[src/rtl/wb_stage.sv]
// wb_stage: MEM/WB pipeline register with write-back data select, forwarding bus and retire counter
module wb_stage #(
  parameter int WORD_SIZE = 32,
  parameter int CNT_WIDTH = 32
) (
  input  logic                 clk,
  input  logic                 rst,
  input  logic                 stall,
  input  logic                 flush,
  input  logic                 mem_valid,
  input  logic                 mem_reg_write,
  input  logic [1:0]           mem_to_reg,
  input  logic [2:0]           mem_load_type,
  input  logic [4:0]           mem_write_reg,
  input  logic [WORD_SIZE-1:0] mem_alu_result,
  input  logic [WORD_SIZE-1:0] mem_read_data,
  input  logic [WORD_SIZE-1:0] mem_link_addr,
  output logic                 regfile_write_en,
  output logic [4:0]           regfile_write_addr,
  output logic [WORD_SIZE-1:0] regfile_write_data,
  output logic                 fwd_valid,
  output logic [4:0]           fwd_reg,
  output logic [WORD_SIZE-1:0] fwd_data,
  output logic                 addr_error,
  output logic [CNT_WIDTH-1:0] retire_count
);
  logic                 valid_q, valid_d, rw_q, rw_d;
  logic [1:0]           to_reg_q, to_reg_d;
  logic [2:0]           lt_q, lt_d;
  logic [4:0]           wr_q, wr_d;
  logic [WORD_SIZE-1:0] alu_q, alu_d, rd_q, rd_d, link_q, link_d;
  logic [CNT_WIDTH-1:0] cnt_q, cnt_d;
  logic                 hold, mis, is_half, is_word;
  logic [1:0]           off;
  logic [15:0]          half;
  logic [7:0]           byte_v;
  logic [WORD_SIZE-1:0] shifted, load_v, data_v;
  always_comb begin
    hold     = stall & ~flush;
    valid_d  = flush ? 1'b0 : hold ? valid_q : mem_valid;
    rw_d     = flush ? 1'b0 : hold ? rw_q : mem_reg_write;
    to_reg_d = hold ? to_reg_q : mem_to_reg;
    lt_d     = hold ? lt_q : mem_load_type;
    wr_d     = hold ? wr_q : mem_write_reg;
    alu_d    = hold ? alu_q : mem_alu_result;
    rd_d     = hold ? rd_q : mem_read_data;
    link_d   = hold ? link_q : mem_link_addr;
    // the held entry is counted on the edge it leaves, so stalls count once
    cnt_d    = cnt_q + CNT_WIDTH'(valid_q & ~hold);
  end
  always_ff @(posedge clk) begin
    if (rst) begin
      valid_q  <= 1'b0;
      rw_q     <= 1'b0;
      to_reg_q <= '0;
      lt_q     <= '0;
      wr_q     <= '0;
      alu_q    <= '0;
      rd_q     <= '0;
      link_q   <= '0;
      cnt_q    <= '0;
    end else begin
      valid_q  <= valid_d;
      rw_q     <= rw_d;
      to_reg_q <= to_reg_d;
      lt_q     <= lt_d;
      wr_q     <= wr_d;
      alu_q    <= alu_d;
      rd_q     <= rd_d;
      link_q   <= link_d;
      cnt_q    <= cnt_d;
    end
  end
  always_comb begin
    off     = alu_q[1:0];
    half    = off[1] ? rd_q[31:16] : rd_q[15:0];
    shifted = rd_q >> {off, 3'b000};
    byte_v  = shifted[7:0];
    is_half = (lt_q == 3'd1) | (lt_q == 3'd2);
    is_word = ~is_half & (lt_q != 3'd3) & (lt_q != 3'd4);
    load_v  = (lt_q == 3'd1) ? {{(WORD_SIZE-16){half[15]}}, half} :
              (lt_q == 3'd2) ? {{(WORD_SIZE-16){1'b0}}, half} :
              (lt_q == 3'd3) ? {{(WORD_SIZE-8){byte_v[7]}}, byte_v} :
              (lt_q == 3'd4) ? {{(WORD_SIZE-8){1'b0}}, byte_v} : rd_q;
    mis     = (to_reg_q == 2'b01) & ((is_word & (off != 2'b00)) | (is_half & off[0]));
    data_v  = (to_reg_q == 2'b00) ? alu_q :
              (to_reg_q == 2'b01) ? load_v :
              (to_reg_q == 2'b10) ? link_q : '0;
    addr_error         = valid_q & mis;
    regfile_write_en   = valid_q & rw_q & (wr_q != 5'd0) & ~mis & (to_reg_q != 2'b11);
    regfile_write_addr = wr_q;
    regfile_write_data = data_v;
    fwd_valid          = regfile_write_en;
    fwd_reg            = wr_q;
    fwd_data           = data_v;
    retire_count       = cnt_q;
  end
endmodule

[config.mk]
export PLATFORM = sky130hd
export DESIGN_NAME = wb_stage
export DESIGN_NICKNAME = d
export VERILOG_FILES = /design/src/rtl/wb_stage.sv
export SDC_FILE = /design/constraint.sdc
export NUM_CORES = 1
export LEC_CHECK = 0
export BUFFER_PORTS_ARGS = -buffer_cell sky130_fd_sc_hd__buf_2
export CORE_MARGIN = 2
export CORE_UTILIZATION = 50
export DETAILED_ROUTE_END_ITERATION = 10
export HOLD_SLACK_MARGIN = 0.02
export PLACE_DENSITY = 0.79
export SLEW_MARGIN = 20
export SYNTH_ARGS = -nofsm -noshare
export SYNTH_HDL_FRONTEND = slang
export SYNTH_SLANG_ARGS = --single-unit
[constraint.sdc]
create_clock -name clk -period 5.06 [get_ports clk]
set_input_delay 1.012 -clock clk [delete_from_list [all_inputs] [get_ports clk]]
set_output_delay 1.012 -clock clk [all_outputs]
set_load 0.1 [all_outputs]
==> results of run 1 <==
==> cell families (layout without fill, tap and decap cells) <==
kind of cell	Yosys count	in the layout	synth area share
simple gates	378	378	0.241
compound gates	236	236	0.204
flops	140	140	0.403
buf+inv	119	268	0.0877
mux	31	31	0.0455
xor+xnor	12	12	0.0151
fa+ha+maj	2	2	0.00360
other cells	0	2	0
==> worst max path at each step <==
stage                         from                      to  slack, ns  depth (start not counted)
after detailed placement   lt_q[2]   regfile_write_data[6]       1.12                          5
final                     alu_q[1]  regfile_write_data[26]       0.67                          5
after floorplan            lt_q[1]  regfile_write_data[10]      -0.25                          6
after global routing       lt_q[2]             fwd_data[6]       0.52                          5
after CTS                  lt_q[2]   regfile_write_data[6]       0.71                          5
after global placement    alu_q[1]            fwd_data[14]       1.21                          5
==> metal layers <==
metal	share of wire	GRT usage	wire length [um]	vias to the layer above
li1	-	-	-	3440
met1	0.42	0.329	8430	3207
met2	0.47	0.438	9360	254
met3	0.071	0.0730	1410	55
met4	0.040	0.139	790	0
met5	0	0	0	-
==> tightest hold or removal path: stages (launching register included) <==
cell     delay [ns]
dfxtp_1        0.30
nand2_1        0.05
a21oi_1        0.05
==> cell type report <==
class	instances	share of cell area
antenna	2	0.000588
clock buffer	22	0.0569
clock inverter	10	0.0218
inverter	7	0.00309
multi-input combinational	659	0.420
sequential	140	0.330
tap	180	0.0265
timing repair buffer	229	0.142
==> through the flow <==
stage	TNS [ns]	hold slack, ns
after global placement	0	0.438
after detailed placement	0	0.442
final	0	0.446
after CTS	0	0.451
after floorplan	-1.52	0.428
after global routing	0	0.464
==> cells in the mapped netlist (4+ instances only) <==
library cell and number:
nand4_1 8, nor3_1 14, a221oi_1 9, a21o_1 7, o22ai_1 14, o31ai_1 13
mux2i_1 26, o221ai_1 6, nand2b_1 7, a31oi_1 10, buf_2 4, xnor2_1 7
a21oi_1 135, o21ai_0 11, nor2_1 44, or4_1 15, nor2b_1 6, o21a_1 11
or3_1 8, nand2_1 232, mux2_2 5, inv_1 6, buf_1 10, dfxtp_1 140
and3_1 5, nand3_1 24, buf_4 38, clkbuf_1 58, xor2_1 5
==> where the power goes <==
part	total (mW)	internal [mW]	switching, mW
logic	0.818	0.169	0.650
clock network	1.40	0.927	0.473
registers	1.21	1.16	0.0540
total	3.43	2.25	1.18
==> impl_metrics.tcl, run 1 <==
set metrics [dict create \
    status "finished, final reports clean" \
    syn_to_final_growth_pct 22.4 \
    postSynthAreaPerCell_um2 7.57 \
    gp_congestion 0.915 \
    reg2reg_from "valid_q" \
    rsz0062_at_grt "false" \
    core_area_um2 13700 \
    numCtsBuffers 17 \
    final-setup-viol-count 0 \
    hold_end "alu_q[13]" \
    synth_top_area_frac 0.403 \
    ys.flop_type "dfxtp_1" \
    post-route-min-period_ns 4.39 \
    fillers 1305 \
    final_cell_mix "232 x nand2_1, 219 x buf_2, 139 x dfxtp_1" \
    ir_drop_mv 0.215 \
    crit_chain "mux2_2 -> mux2i_1 -> a221o_1 -> o22ai_1 -> buf_2" \
    cts_setup_buffers 0 \
    async_flop_share 0 \
    post-route-util 0.620 \
    grt_pass1_wl_mm 31.5 \
    syn_inst 918 \
    stdcell_count 1249 \
    die_w_um 122 \
    clk_latency_ns 0.43 \
    drt_pre_antenna_iters 5 \
    ctsHtreeMaxLevel 4 \
    start_kind "flip-flop" \
    drt_wl_total_mm 20.0 \
    initial_core_util 0.507 \
    hold_buffers 0 \
    syn_area_um2 6950 \
    ys.warnings.count 0 \
    min_path_cells 2 \
    worstHoldStart "alu_q[13]" \
    clock_skew_ns 0.00681 \
    critical_path_arrival_ns 3.38 \
    cp.buffers_inverters 1 \
    hold_viol 0 \
    pre_cts_slack_ns 1.12 \
    critical_path.top_delay_family "flip-flops" \
    io_pins 221 \
    crit_required_ns 4.05 \
    ys_seq_area_frac 0.403 \
    cts.sinks 140 \
    dp.cells 1214 \
    critical-path-max-stage-delay_ns 1.00 \
    synth_edf_count 0 \
    grt_antenna_before_repair 2 \
    routed_via_density 5.57 \
    layout_commonest_cell "nand2_1" \
    rows 43 \
    synth_cell_type_count 60 \
    cellLeakagePower_nw 3.68 \
    regArea_um2 2800 \
    cts_max_path_buffers 2 \
    p_per_area_nw_per_um2 403 \
    grt_pass1_vias 6399 \
    synth_area_leaders "dfxtp_1 40%, nand2_1 13%, a21oi_1 9.7%" \
    max_clock_freq_ghz 0.228 \
    critPathKind "flip-flop to output port" \
    dieHeight_um 122 \
    synth_top_cell_by_area "dfxtp_1" \
    slew_violations 0 \
    finalNetCount 1168 \
    grt_use_total 0.270 \
    multi_input_area_um2 3570 \
    worst-r2r-cell-count 7 \
    drcViolationCount 0 \
    grt_max_degree 106 \
    synth_nets 1032 \
    hp-class "flip-flop to flip-flop" \
    r2r_end "retire_count[20]" \
    maxCapViolations 0 \
    cts_tree "yes" \
    first_iter_violations 426 \
    cts_root_buffer "clkbuf_16" \
    max_slew_margin 0.269 \
    final_area_um2 8500 \
    min_period_over_period 0.868 \
    grt_overflow 0 \
    layout-drive-gt1-share 0.258 \
    setup_ws_ns 0.669 \
    dp_hpwl_mm 13.5 \
    crit_path_end_kind "output port" \
    port_buffers 220 \
    yosys_register_bits 140 \
    clkTransAtPathRegs_ns 0.06 \
    total_power_mw 3.43 \
    die-area_um2 14900 \
    placed_cell_area_um2 7800 \
    ant_nets 0 \
    worst-path-max-fanout 27 \
    wire_per_inst_um 16.0 \
    r2r_slack_ns 2.48 \
    cts_resized 0 \
    tightest_slew_ns 1.08 \
    vias 6956 \
    crit_slowest_cell "dfxtp_1" \
]
Power figures use the tool's default switching activity.
==> inputs of run 2 (changes only) <==
Settings changed: CORE_UTILIZATION 50 to 51, PLACE_DENSITY 0.79 to 0.8.
==> run 2 against run 1 <==
Via count fell by 1.1%. Sequential cell count did not move. Clock skew fell by 0.0042 ns. Clock power fell by 10%. Sequential power barely moved. Total power fell by 4.2%. Combinational power barely moved. Cell count fell by 0.56%. Setup slack improved by 0.017 ns. Die area fell by 1.9%. Largest cell class unchanged.
==> impl_metrics.tcl, run 2 (synthesized netlist as in run 1, its figures left out) <==
set metrics [dict create \
    worst-r2r-cell-count 6 \
    tightest_slew_ns 1.06 \
    initial_core_util 0.523 \
    top_layer "met4" \
    min_period_over_period 0.864 \
    start_kind "flip-flop" \
    gp_congestion 0.919 \
    cts_max_path_buffers 2 \
    ant_nets 0 \
    worst-path-max-fanout 27 \
    min_path_cells 2 \
    setup_ws_ns 0.686 \
    vias 6882 \
    rows 42 \
    max_slew_margin 0.292 \
    grt_pass1_wl_mm 31.5 \
    hold_end "alu_q[26]" \
    drt_wl_total_mm 20.0 \
    swShare 0.356 \
    cts_resized 0 \
    drt_pre_antenna_iters 7 \
    clkTransAtPathRegs_ns 0.06 \
    port_buffers 220 \
    grt_max_degree 107 \
    cts.sinks 140 \
    finalNetCount 1166 \
    hp-class "flip-flop to flip-flop" \
    comb_power_share 0.249 \
    die-area_um2 14600 \
    r2r_slack_ns 2.52 \
    pwr-share-clk 0.383 \
    layout_commonest_cell "nand2_1" \
    syn_to_final_growth_pct 20.9 \
    routed_via_density 5.54 \
    post-route-min-period_ns 4.37 \
    wl_met2_mm 9.40 \
    cts_tree "yes" \
    p_per_area_nw_per_um2 391 \
    wire_per_inst_um 16.1 \
    max_clock_freq_ghz 0.229 \
    grt_use_total 0.272 \
    ctsHtreeMaxLevel 4 \
    worstHoldStart "alu_q[26]" \
    grt_antenna_before_repair 1 \
    die_w_um 121 \
    critPathKind "flip-flop to output port" \
    grt_overflow 0 \
    crit_required_ns 4.05 \
    drcViolationCount 0 \
    maxCapViolations 0 \
    final-setup-viol-count 0 \
    dp_hpwl_mm 13.7 \
    whs_ns 0.449 \
    first_iter_violations 508 \
    clk_latency_ns 0.42 \
    routed-wl-met3_mm 1.30 \
    wl_met1_mm 8.84 \
    slew_violations 0 \
    grt_pass1_vias 6236 \
    hold_buffers 0 \
    crit_path_end_kind "output port" \
    reg2reg_from "valid_q" \
    final_cell_mix "232 x nand2_1, 219 x buf_2, 138 x dfxtp_1" \
    ir_drop_mv 0.297 \
    rsz0062_at_grt "false" \
    core_area_um2 13300 \
    cts_root_buffer "clkbuf_16" \
    final_area_um2 8400 \
    layout-drive-gt1-share 0.254 \
    clock_skew_ns 0.00265 \
    pre_cts_slack_ns 1.17 \
    r2r_end "retire_count[31]" \
    p_sw_mw 1.17 \
    critical_path_arrival_ns 3.36 \
    cts_setup_buffers 0 \
    io_pins 221 \
    intPower_mw 2.11 \
    numCtsBuffers 17 \
    hold_viol 0 \
    status "finished, final reports clean" \
    seq_power_share 0.368 \
    cellLeakagePower_nw 3.62 \
    placed_cell_area_um2 7780 \
    dieHeight_um 121 \
]
-- run 2: cell count changes in the layout (fill, tap and decap cells not counted), moves of 2 or more --
cell        change
clkbuf_1        +3
clkbuf_8        -3
buf_4           -2
bufinv_16       -2
clkinvlp_4      +2
-- run 2: through the flow --
stage / std cells / TNS, ns / power (mW) / utilization
2_1_floorplan: 918 / -1.52 / 1.93 / -
3_3_place_gp: 1208 / 0 / 2.04 / 0.585
3_5_place_dp: 1208 / 0 / 2.05 / 0.585
4_1_cts: 1240 / 0 / 3.29 / 0.630
5_1_grt: 1241 / 0 / 3.39 / 0.632
6_report: 1242 / 0 / 3.28 / 0.632
-- run 2: worst max path at each step --
| stage | start | end | slack (ns) |
|---|---|---|---|
| 2_1_floorplan | lt_q[1] | regfile_write_data[10] | -0.25 |
| 4_1_cts | lt_q[2] | regfile_write_data[6] | 0.71 |
| 6_report | alu_q[1] | fwd_data[22] | 0.69 |
| 5_1_grt | alu_q[1] | regfile_write_data[19] | 0.49 |
| 3_3_place_gp | lt_q[2] | fwd_data[6] | 1.23 |
| 3_5_place_dp | lt_q[2] | regfile_write_data[6] | 1.17 |
-- run 2: layer usage --
metal | track usage | vias up
met5 | 0 | -
met1 | 0.351 | 3211
met4 | 0.0923 | 0
met2 | 0.437 | 215
met3 | 0.0783 | 30
li1 | - | 3426
-- run 2: layout make-up --
cell class | instances | area (um^2)
fill | 1227 | 4890
multi-input combinational | 659 | 3570
sequential | 140 | 2810
timing repair buffer | 227 | 1180
clock buffer | 22 | 454
tap | 176 | 220
clock inverter | 10 | 140
inverter | 7 | 26.3
antenna | 1 | 2.50
-- run 2: power by group through the flow --
stage	Clock [mW]	Combinational [mW]	Sequential (mW)
6_report	1.26	0.817	1.21
3_3_place_gp	0	0.810	1.23
2_1_floorplan	0	0.700	1.23
5_1_grt	1.32	0.860	1.22
4_1_cts	1.27	0.816	1.21
3_5_place_dp	0	0.814	1.23
-- run 2: critical path, cell delays in order, from the launching register on --
cell	delay, ns
dfxtp_1	0.98
mux2_2	0.43
mux2i_1	0.34
a221o_1	0.65
o22ai_1	0.19
buf_2	0.34
